### config.mk
export PLATFORM = sky130hd
export DESIGN_NAME = collision_scheduler
export DESIGN_NICKNAME = d
export VERILOG_FILES = /design/src/rtl/collision_scheduler.sv
export SDC_FILE = /design/constraint.sdc
export NUM_CORES = 1
export LEC_CHECK = 0
export ABC_AREA = 1
export ABC_CLOCK_PERIOD_IN_PS = 8100
export CORE_AREA = 4 4 183 168
export CTS_CLUSTER_SIZE = 12
export DETAILED_ROUTE_END_ITERATION = 6
export DIE_AREA = 0 0 187 172
export PLACE_DENSITY = 0.6
export REMOVE_ABC_BUFFERS = 1
export SLEW_MARGIN = 40
export SYNTH_ARGS = -nofsm -noshare
export SYNTH_HDL_FRONTEND = slang
export SYNTH_SLANG_ARGS = --single-unit
### constraint.sdc
create_clock -name clock -period 8.1 [get_ports clock]
set_clock_uncertainty 0.05 [all_clocks]
set_input_delay 0.81 -clock clock [delete_from_list [all_inputs] [get_ports clock]]
set_output_delay 0.81 -clock clock [all_outputs]
set_load 0.02 [all_outputs]
### src/rtl/collision_scheduler.sv
// collision_scheduler
//   Time-multiplexes one shared bubble-sprite ROM and one collision evaluator
//   across all bubbles. Each `start` takes a snapshot of the swimmer/bubble
//   positions and scans bubbles 0..BUBBLES-1 in order, spending three cycles
//   per bubble (issue address, ROM access, evaluate). The result is published
//   as a registered vector together with a one-cycle `done` pulse.
//
// Ports:
//   clock       system clock, rising edge
//   resetn      asynchronous active-low reset
//   start       scan request, only honoured while idle
//   swimmerX/Y  swimmer origin
//   bubbleX/Y   packed bubble origins (bubble i at [8i+7:8i] / [7i+6:7i])
//   bubble_en   per-bubble enable; disabled bubbles never collide
//   rom_address registered address to the shared synchronous sprite ROM
//   rom_data    ROM colour, valid one cycle after the ROM samples the address
//   busy        high while a scan is in progress, drops together with done
//   done        one-cycle pulse, collisionBS updates in the same cycle
//   collisionBS bit i set when the swimmer centre is on an opaque pixel of bubble i
`timescale 1ns/1ps

module collision_scheduler #(
    parameter int unsigned BUBBLES = 7,
    parameter int unsigned BSIZE   = 28,
    parameter int unsigned CX_OFF  = 4,
    parameter int unsigned CY_OFF  = 9,
    parameter logic [2:0]  TRANSP  = 3'b101
) (
    input  logic                 clock,
    input  logic                 resetn,
    input  logic                 start,
    input  logic [7:0]           swimmerX,
    input  logic [6:0]           swimmerY,
    input  logic [8*BUBBLES-1:0] bubbleX,
    input  logic [7*BUBBLES-1:0] bubbleY,
    input  logic [BUBBLES-1:0]   bubble_en,
    output logic [9:0]           rom_address,
    input  logic [2:0]           rom_data,
    output logic                 busy,
    output logic                 done,
    output logic [BUBBLES-1:0]   collisionBS
);

    localparam int unsigned IDXW = (BUBBLES > 1) ? $clog2(BUBBLES) : 1;
    localparam logic signed [9:0] CXO     = 10'(CX_OFF);
    localparam logic signed [9:0] CYO     = 10'(CY_OFF);
    localparam logic signed [9:0] BMAX    = 10'(BSIZE - 1);
    localparam logic [9:0]        BSZ     = 10'(BSIZE);
    localparam logic [IDXW-1:0]   LASTIDX = IDXW'(BUBBLES - 1);

    typedef enum logic [2:0] {IDLE, ISSUE, WAIT, EVAL, DONE} state_t;

    state_t state, stateNext;

    logic [7:0]           snapSwX;
    logic [6:0]           snapSwY;
    logic [8*BUBBLES-1:0] snapBX;
    logic [7*BUBBLES-1:0] snapBY;
    logic [BUBBLES-1:0]   snapEn;
    logic [IDXW-1:0]      idx;
    logic [BUBBLES-1:0]   shadow;
    logic                 inbox;

    logic [7:0]        curBX;
    logic [6:0]        curBY;
    logic              curEn;
    logic signed [9:0] cx, cy, dx, dy;
    logic              inboxNext;
    logic [9:0]        addrNext;

    // Offsets are formed in 10-bit signed arithmetic so a swimmer at the right
    // edge (X=255) yields cx=259 instead of wrapping back into a bubble.
    always_comb begin
        curBX     = snapBX[int'(idx)*8 +: 8];
        curBY     = snapBY[int'(idx)*7 +: 7];
        curEn     = snapEn[idx];
        cx        = $signed({2'b00, snapSwX}) + CXO;
        cy        = $signed({3'b000, snapSwY}) + CYO;
        dx        = cx - $signed({2'b00, curBX});
        dy        = cy - $signed({3'b000, curBY});
        inboxNext = curEn && !dx[9] && (dx <= BMAX) && !dy[9] && (dy <= BMAX);
        addrNext  = inboxNext ? ($unsigned(dy) * BSZ + $unsigned(dx)) : '0;
    end

    always_ff @(posedge clock or negedge resetn) begin
        if (!resetn) begin
            state <= IDLE;
        end else begin
            state <= stateNext;
        end
    end

    always_comb begin
        stateNext = state;
        case (state)
            IDLE:    if (start) stateNext = ISSUE;
            ISSUE:   stateNext = WAIT;
            WAIT:    stateNext = EVAL;
            EVAL:    stateNext = (idx == LASTIDX) ? DONE : ISSUE;
            DONE:    stateNext = IDLE;
            default: stateNext = IDLE;
        endcase
    end

    always_ff @(posedge clock or negedge resetn) begin
        if (!resetn) begin
            rom_address <= '0;
            busy        <= 1'b0;
            done        <= 1'b0;
            collisionBS <= '0;
            shadow      <= '0;
            idx         <= '0;
            inbox       <= 1'b0;
            snapSwX     <= '0;
            snapSwY     <= '0;
            snapBX      <= '0;
            snapBY      <= '0;
            snapEn      <= '0;
        end else begin
            done <= 1'b0;
            case (state)
                IDLE: begin
                    if (start) begin
                        snapSwX <= swimmerX;
                        snapSwY <= swimmerY;
                        snapBX  <= bubbleX;
                        snapBY  <= bubbleY;
                        snapEn  <= bubble_en;
                        idx     <= '0;
                        shadow  <= '0;
                        busy    <= 1'b1;
                    end
                end
                ISSUE: begin
                    inbox       <= inboxNext;
                    rom_address <= addrNext;
                end
                EVAL: begin
                    shadow[idx] <= inbox && (rom_data != TRANSP);
                    if (idx != LASTIDX) begin
                        idx <= idx + IDXW'(1);
                    end
                end
                DONE: begin
                    collisionBS <= shadow;
                    done        <= 1'b1;
                    busy        <= 1'b0;
                end
                default: ;
            endcase
        end
    end

endmodule

==> results by group, run 1 <==
Outcome
  • Status: finished, final reports clean

Final layout
  • Final net count: 1,420
  • Share of cells above drive strength 1: ~5%
  • Antenna cell count: 0
  • Fin util: 38.6%
  • Area growth syn-to-layout: 29.3%
  • Filler instances: 2,961
  • Design Area, Final: about 11,000 sq um
  • FF/Latch Area: 4000 sq um
  • Multi-input logic area: 4010 sq um

Logic synthesis
  • Synth warn: 0
  • Async set-reset flop share out of synthesis: 100%
  • Post-synth EDFFs: 0
  • Primary FF master, synth: dfrtp_1
  • Synth top area cells: dfrtp_1 47%, nand2_1 23%, ha_1 7.3%
  • Synthesized cell area: 8550 sq um
  • Sequential-to-total area share from yosys stat: 46.9%
  • Yosys top cell area share: 46.9%
  • Syn Inst Count: about 1,100
  • Register bit total from synthesis: 160
  • Avg Inst Size Synth: ~7.9 sq um
  • Post-synth top area cell: dfrtp_1
  • Post-synth cell types: 42

Detailed routing
  • Wirelength per Cell: 14.8 um
  • Post-DRT Antenna Nets: 0
  • Starting DRT DRC Count: slightly above 500
  • DRT Pass-1 Iters: 5
  • DRC viols: 0
  • Detailed-route wire length: 23,800 um
  • Via density: 4.55
  • DR vias: 7,317

Die
  • Initial Utilization: 29.8%
  • Chip height: 172 um
  • Num rows: 59
  • Die X: 187 um
  • Core Box Area: 28,600 sq um
  • Die area: 32,200 sq um
  • Ports: between 150 and 200

Clock tree
  • Clock H-tree levels: 4
  • TritonCTS clock tree: done
  • Clock transition at path regs: around 70 ps
  • Clock root cell: clkbuf_16
  • Later-pin clock latency in the skew report: 430 ps
  • CTS max path bufs: 2
  • Post-CTS Hold Buffers: 0
  • Post-CTS Setup Bufs: 0
  • CTS resizes: 0
  • TritonCTS Sinks: 160
  • CTS Buf Count: 17

Hold path
  • HP Class: in -> async

Global routing
  • GRT Total Usage: 14.9%
  • Largest net degree at the start of global routing: 101
  • Grt ovf: 0
  • Vias in the first global route: around 7,300
  • First-pass GRT wire length: around 38,000 um
  • Initial antenna violation count: 0

Critical path
  • Critical R2R Launch: idx[0]
  • Worst setup EP type: flip-flop
  • Crit path launch: idx[0]
  • CP required: 8370 ps
  • Setup CP Type: reg -> reg
  • Worst path arrival time: 6010 ps
  • Worst Path Max Fanout: 13
  • Startpoint types: flip-flop

Placed design
  • IO Port Bufs: 151
  • GPL Wtd Cong: between 0.8 and 0.9
  • Post-placement cell area: ~10,000 sq um
  • DP Wirelength: 17,100 um

Timing
  • Final setup vio count: 0
  • RSZ-0062 raised after global routing: false
  • Final hold violation count: 0
  • Worst Tran Pin Value: roughly 780 ps
  • Final Slew Violations: 0
  • WHS: 314 ps
  • Setup TNS: 0 ps
  • Final min period: 5740 ps
  • Tcrit/Tclk final: 70.9%
  • Slew margin rel.: between 40% and 50%
  • Max Clock Freq: between 150 and 200 MHz

Flow run
  • Max_cap viols: 0
flip-flops by register name, summed over array words and instances, names as in the netlist, 3 cells and up:
| name | cells |
|---|---|
| snapSwY | 7 |
| state | 3 |
| snapBY | 49 |
| snapEn | 7 |
| snapBX | 56 |
| snapSwX | 8 |
| rom_address | 10 |
| shadow | 7 |
| collisionBS | 7 |
| idx | 3 |
synth_stat cells (2+ instances only):
cell	count
nand2_1	517
dfrtp_1	160
inv_1	106
o21ai_0	52
ha_1	50
nand3_1	35
nor2_1	23
buf_2	18
clkbuf_1	17
a21oi_1	15
nand4_1	15
a221oi_1	9
fa_1	8
a2111oi_0	6
a22oi_1	5
xnor2_1	5
a31oi_1	4
o32ai_1	4
xor2_1	4
nand2_2	3
o22ai_1	3
o31ai_1	3
a21o_1	2
a21oi_2	2
a22o_1	2
clkinv_1	2
nor2_2	2
nor3_1	2
cell usage in the layout, fill, tap and decap left out, types with 2 or more instances in the layout:
master / n
a2111oi_0: 5
a22o_1: 2
a21oi_2: 2
nand3_1: 33
xnor2_1: 5
fa_1: 8
o22ai_1: 3
o21ai_0: 52
nor2_2: 3
clkinv_4: 2
a21oi_1: 15
nand4_1: 15
nand2_1: 517
a31oi_1: 4
inv_1: 105
ha_1: 50
clkinv_1: 2
buf_4: 5
a221oi_1: 9
clkinvlp_4: 3
nor2_4: 2
o32ai_1: 4
a22oi_1: 5
buf_6: 3
dfrtp_1: 160
xor2_1: 4
nor2_1: 21
o31ai_1: 2
inv_8: 5
clkdlybuf4s50_1: 150
clkbuf_16: 17
nor3_2: 2
a21o_1: 2
inv_6: 2
nand2_2: 3
routing by layer:
layer  routed length, um  part of all wire [%]  vias up  GRT usage, %
li1                    -                     -     3732             -
met2               10700                    45      170          23.6
met4                 288                   1.2        0          3.83
met3                1060                   4.5       23          3.03
met1               11700                    49     3392          21.0
met5                   0                     0        -             0
final timing paths:
kind / slack, ps / depth (start not counted) / endpoint
min in group clock: 430 / 2 / collisionBS[3]
setup reg to reg: 2360 / 22 / rom_address[9]
max in group asynchronous: 6630 / 2 / collisionBS[2]
setup / recovery: 2360 / 22 / rom_address[9]
hold reg to reg: 430 / 2 / collisionBS[3]
hold / removal: 310 / 1 / snapBX[18]
per-stage QoR:
stage	cells	setup slack (ps)
after floorplan	1051	1920
after global placement	1576	2420
after detailed placement	1576	2220
after CTS	1607	2210
after global routing	1607	1860
final	1607	2360
final cells by class:
class                   instances  area share, %
multi-input cells             783           36.3
flip-flops and latches        160           36.2
repair buffers                159           14.4
well taps                     366           4.14
clock buffers                  18           3.97
inverters                     108           3.69
clock inverters                13           1.30
cells by family after synthesis:
logic type,count (synthesis),synth area share [%]
compound gates,111,8.02
xor+xnor,10,1.11
fa+ha+maj,58,9.19
buf+inv,145,6.72
flops,160,46.9
mux,1,0.117
simple gates,603,28.0
critical path, stage by stage, from the launching register on:
cell and delay [ps]:
dfrtp_1 630, inv_1 240, nor2_2 650, a22oi_1 190, nand3_1 130, inv_1 40, ha_1 300, inv_1 70
fa_1 660, inv_1 120, fa_1 590, inv_1 70, fa_1 450, o21ai_0 200, a21oi_1 100, xnor2_1 130
ha_1 320, a21oi_1 160, o21ai_0 90, a31oi_1 200, nand3_1 110, nand3_1 90, nand2_1 50
Power of run 1 is left out: the tool's default activity adds up to more than one toggle a clock period on the data nets, which glitch-free logic cannot reach.
==> run 2: changes to the inputs <==
Settings changed: ABC_CLOCK_PERIOD_IN_PS 8100 to 6000.
Clock period 8.1 ns to 6 ns, I/O delays scaled along.
==> run 2 against run 1 <==
  * Final area rose by 0.18%
  * Utilization rose by 0.070 points
  * Flip-flop and latch count did not move
  * Critical path depth rose by 1
  * Global-route usage rose by 0.096 points
  * Critical path type unchanged
==> results by group, run 2 (synthesized netlist as in run 1, its figures left out) <==
Outcome
  • Status: finished, final reports clean

Final layout
  • FF/Latch Area: 4000 sq um
  • Top reg by flops: snapBX
  • Largest regs: snapBX: 56 flops, snapBY: 49 flops, rom_address: 10 flops
  • Most frequent cells in the layout: 517 x nand2_1, 160 x dfrtp_1, 150 x clkdlybuf4s50_1
  • Fin util: 38.7%
  • Commonest non-fill, non-tap cell in the layout: nand2_1
  • Final net count: 1,424
  • Area growth syn-to-layout: 29.6%
  • Filler instances: ~3,000
  • Antenna cell count: 0
  • Largest register FFs: 56
  • Share of cells above drive strength 1: 5.14%
  • Multi-input logic area: 4000 sq um

Detailed routing
  • DR vias: 7,374
  • DRC viols: 0
  • DRT Pass-1 Iters: 5
  • Starting DRT DRC Count: 543
  • Detailed-route wire length: around 24,000 um
  • Wirelength per Cell: ~15 um
  • Via density: 4.57
  • Post-DRT Antenna Nets: 0

Critical path
  • Crit-path max cell delay: 620 ps
  • Sequence of cells on the critical path: inv_1 > nor3_2 > a221oi_1 > nand4_1 > ha_1 > inv_1 > ha_1 > inv_1 > fa_1 > inv_1 > fa_1 > inv_1 > fa_1 > o21ai_0 > a21oi_1 > xnor2_1 > ha_1 > a21oi_1 > o21ai_0 > a31oi_1 > nand3_1 > nand3_1 > nand2_1
  • CP bufs+invs: 5
  • Cell count along the critical path: 23
  • Setup CP Type: reg -> reg
  • Worst reg2reg path depth: 23
  • Worst setup EP type: flip-flop
  • Worst Path Max Fanout: 9
  • Critical R2R Launch: idx[1]
  • CP required: 6270 ps
  • Reg-to-reg slack, setup: 570 ps
  • Critical path's top delay family: adder cells
  • Slowest-stage cell, CP: fa_1
  • Startpoint types: flip-flop
  • Crit path launch: idx[1]
  • CP endpoint: rom_address[9]
  • CP most frequent cell: inv_1
  • Critical R2R Capture: rom_address[9]
  • Worst path arrival time: 5710 ps

Hold path
  • HP Class: in -> async

Clock tree
  • TritonCTS clock tree: done
  • Clock transition at path regs: 70 ps
  • Clock H-tree levels: 4
  • TritonCTS Sinks: 160
  • CTS max path bufs: 2
  • Later-pin clock latency in the skew report: 440 ps
  • Post-CTS Setup Bufs: 0
  • CTS Buf Count: 17
  • Clock root cell: clkbuf_16
  • Post-CTS Hold Buffers: 0
  • CTS resizes: 0

Timing
  • Slew margin rel.: 46.7%
  • Setup TNS: 0 ps
  • RSZ-0062 raised after global routing: false
  • Final setup vio count: 0
  • Tcrit/Tclk final: 90.5%
  • Final Slew Violations: 0
  • Final min period: 5430 ps
  • Worst Tran Pin Value: approximately 790 ps
  • Max Clock Freq: around 180 MHz
  • Final hold violation count: 0

Die
  • Ports: around 150
  • Core Box Area: 28,600 sq um
  • Die X: 187 um
  • Chip height: 172 um
  • Num rows: 59
  • Die area: 32,200 sq um
  • Initial Utilization: 29.8%

Global routing
  • First-pass GRT wire length: 38,300 um
  • Largest net degree at the start of global routing: 100
  • Initial antenna violation count: 0
  • Vias in the first global route: just over 7,000
  • GRT Total Usage: 15.0%
  • Grt ovf: 0

Placed design
  • IO Port Bufs: roughly 150
  • DP Wirelength: between 15,000 and 20,000 um
  • GPL Wtd Cong: 0.861

Flow run
  • Max_cap viols: 0
## run 2: cell types whose count changed in the layout (fill, tap and decap cells not counted), sizes merged
| cell | change |
|---|---|
| clkinvlp | -3 |
| clkinv | +1 |
| inv | +2 |
| clkbuf | +1 |
| buf | +4 |
## run 2: how the worst min path moves through the flow
stage / from / endpoint / slack [ps] / depth (start not counted)
2_1_floorplan: resetn / busy / 250 / 0
3_3_place_gp: snapBX[1] / snapBX[1] / 410 / 2
3_5_place_dp: busy / busy / 410 / 2
4_1_cts: resetn / snapBX[18] / 140 / 1
5_1_grt: resetn / snapBX[45] / 160 / 1
6_report: resetn / snapBX[10] / 120 / 1
## run 2: area by class of cell
cell class                 count  share of cell area (%)
inverter                     108                    3.71
sequential                   160                    36.2
clock inverter                13                    1.24
multi-input combinational    783                    36.1
timing repair buffer         163                    14.6
clock buffer                  19                    4.09
tap                          366                    4.14
## run 2: metrics by stage
stage          cell area [sq um]  setup slack, ps  hold slack [ps]  instances
4_1_cts                    11100              581              140       1612
5_1_grt                    11100              100              165       1612
3_3_place_gp               10500              752              407       1580
2_1_floorplan               8380             29.7              254       1051
6_report                   11100              567              122       1612
3_5_place_dp               10500              599              411       1580
## run 2: metal layers
metal	global-route usage (%)	share of wire [%]
met1	21.4	49
met3	2.83	4.9
met2	23.5	45
met4	3.92	1.3
met5	0	0
Power of run 2 is left out for the same reason.
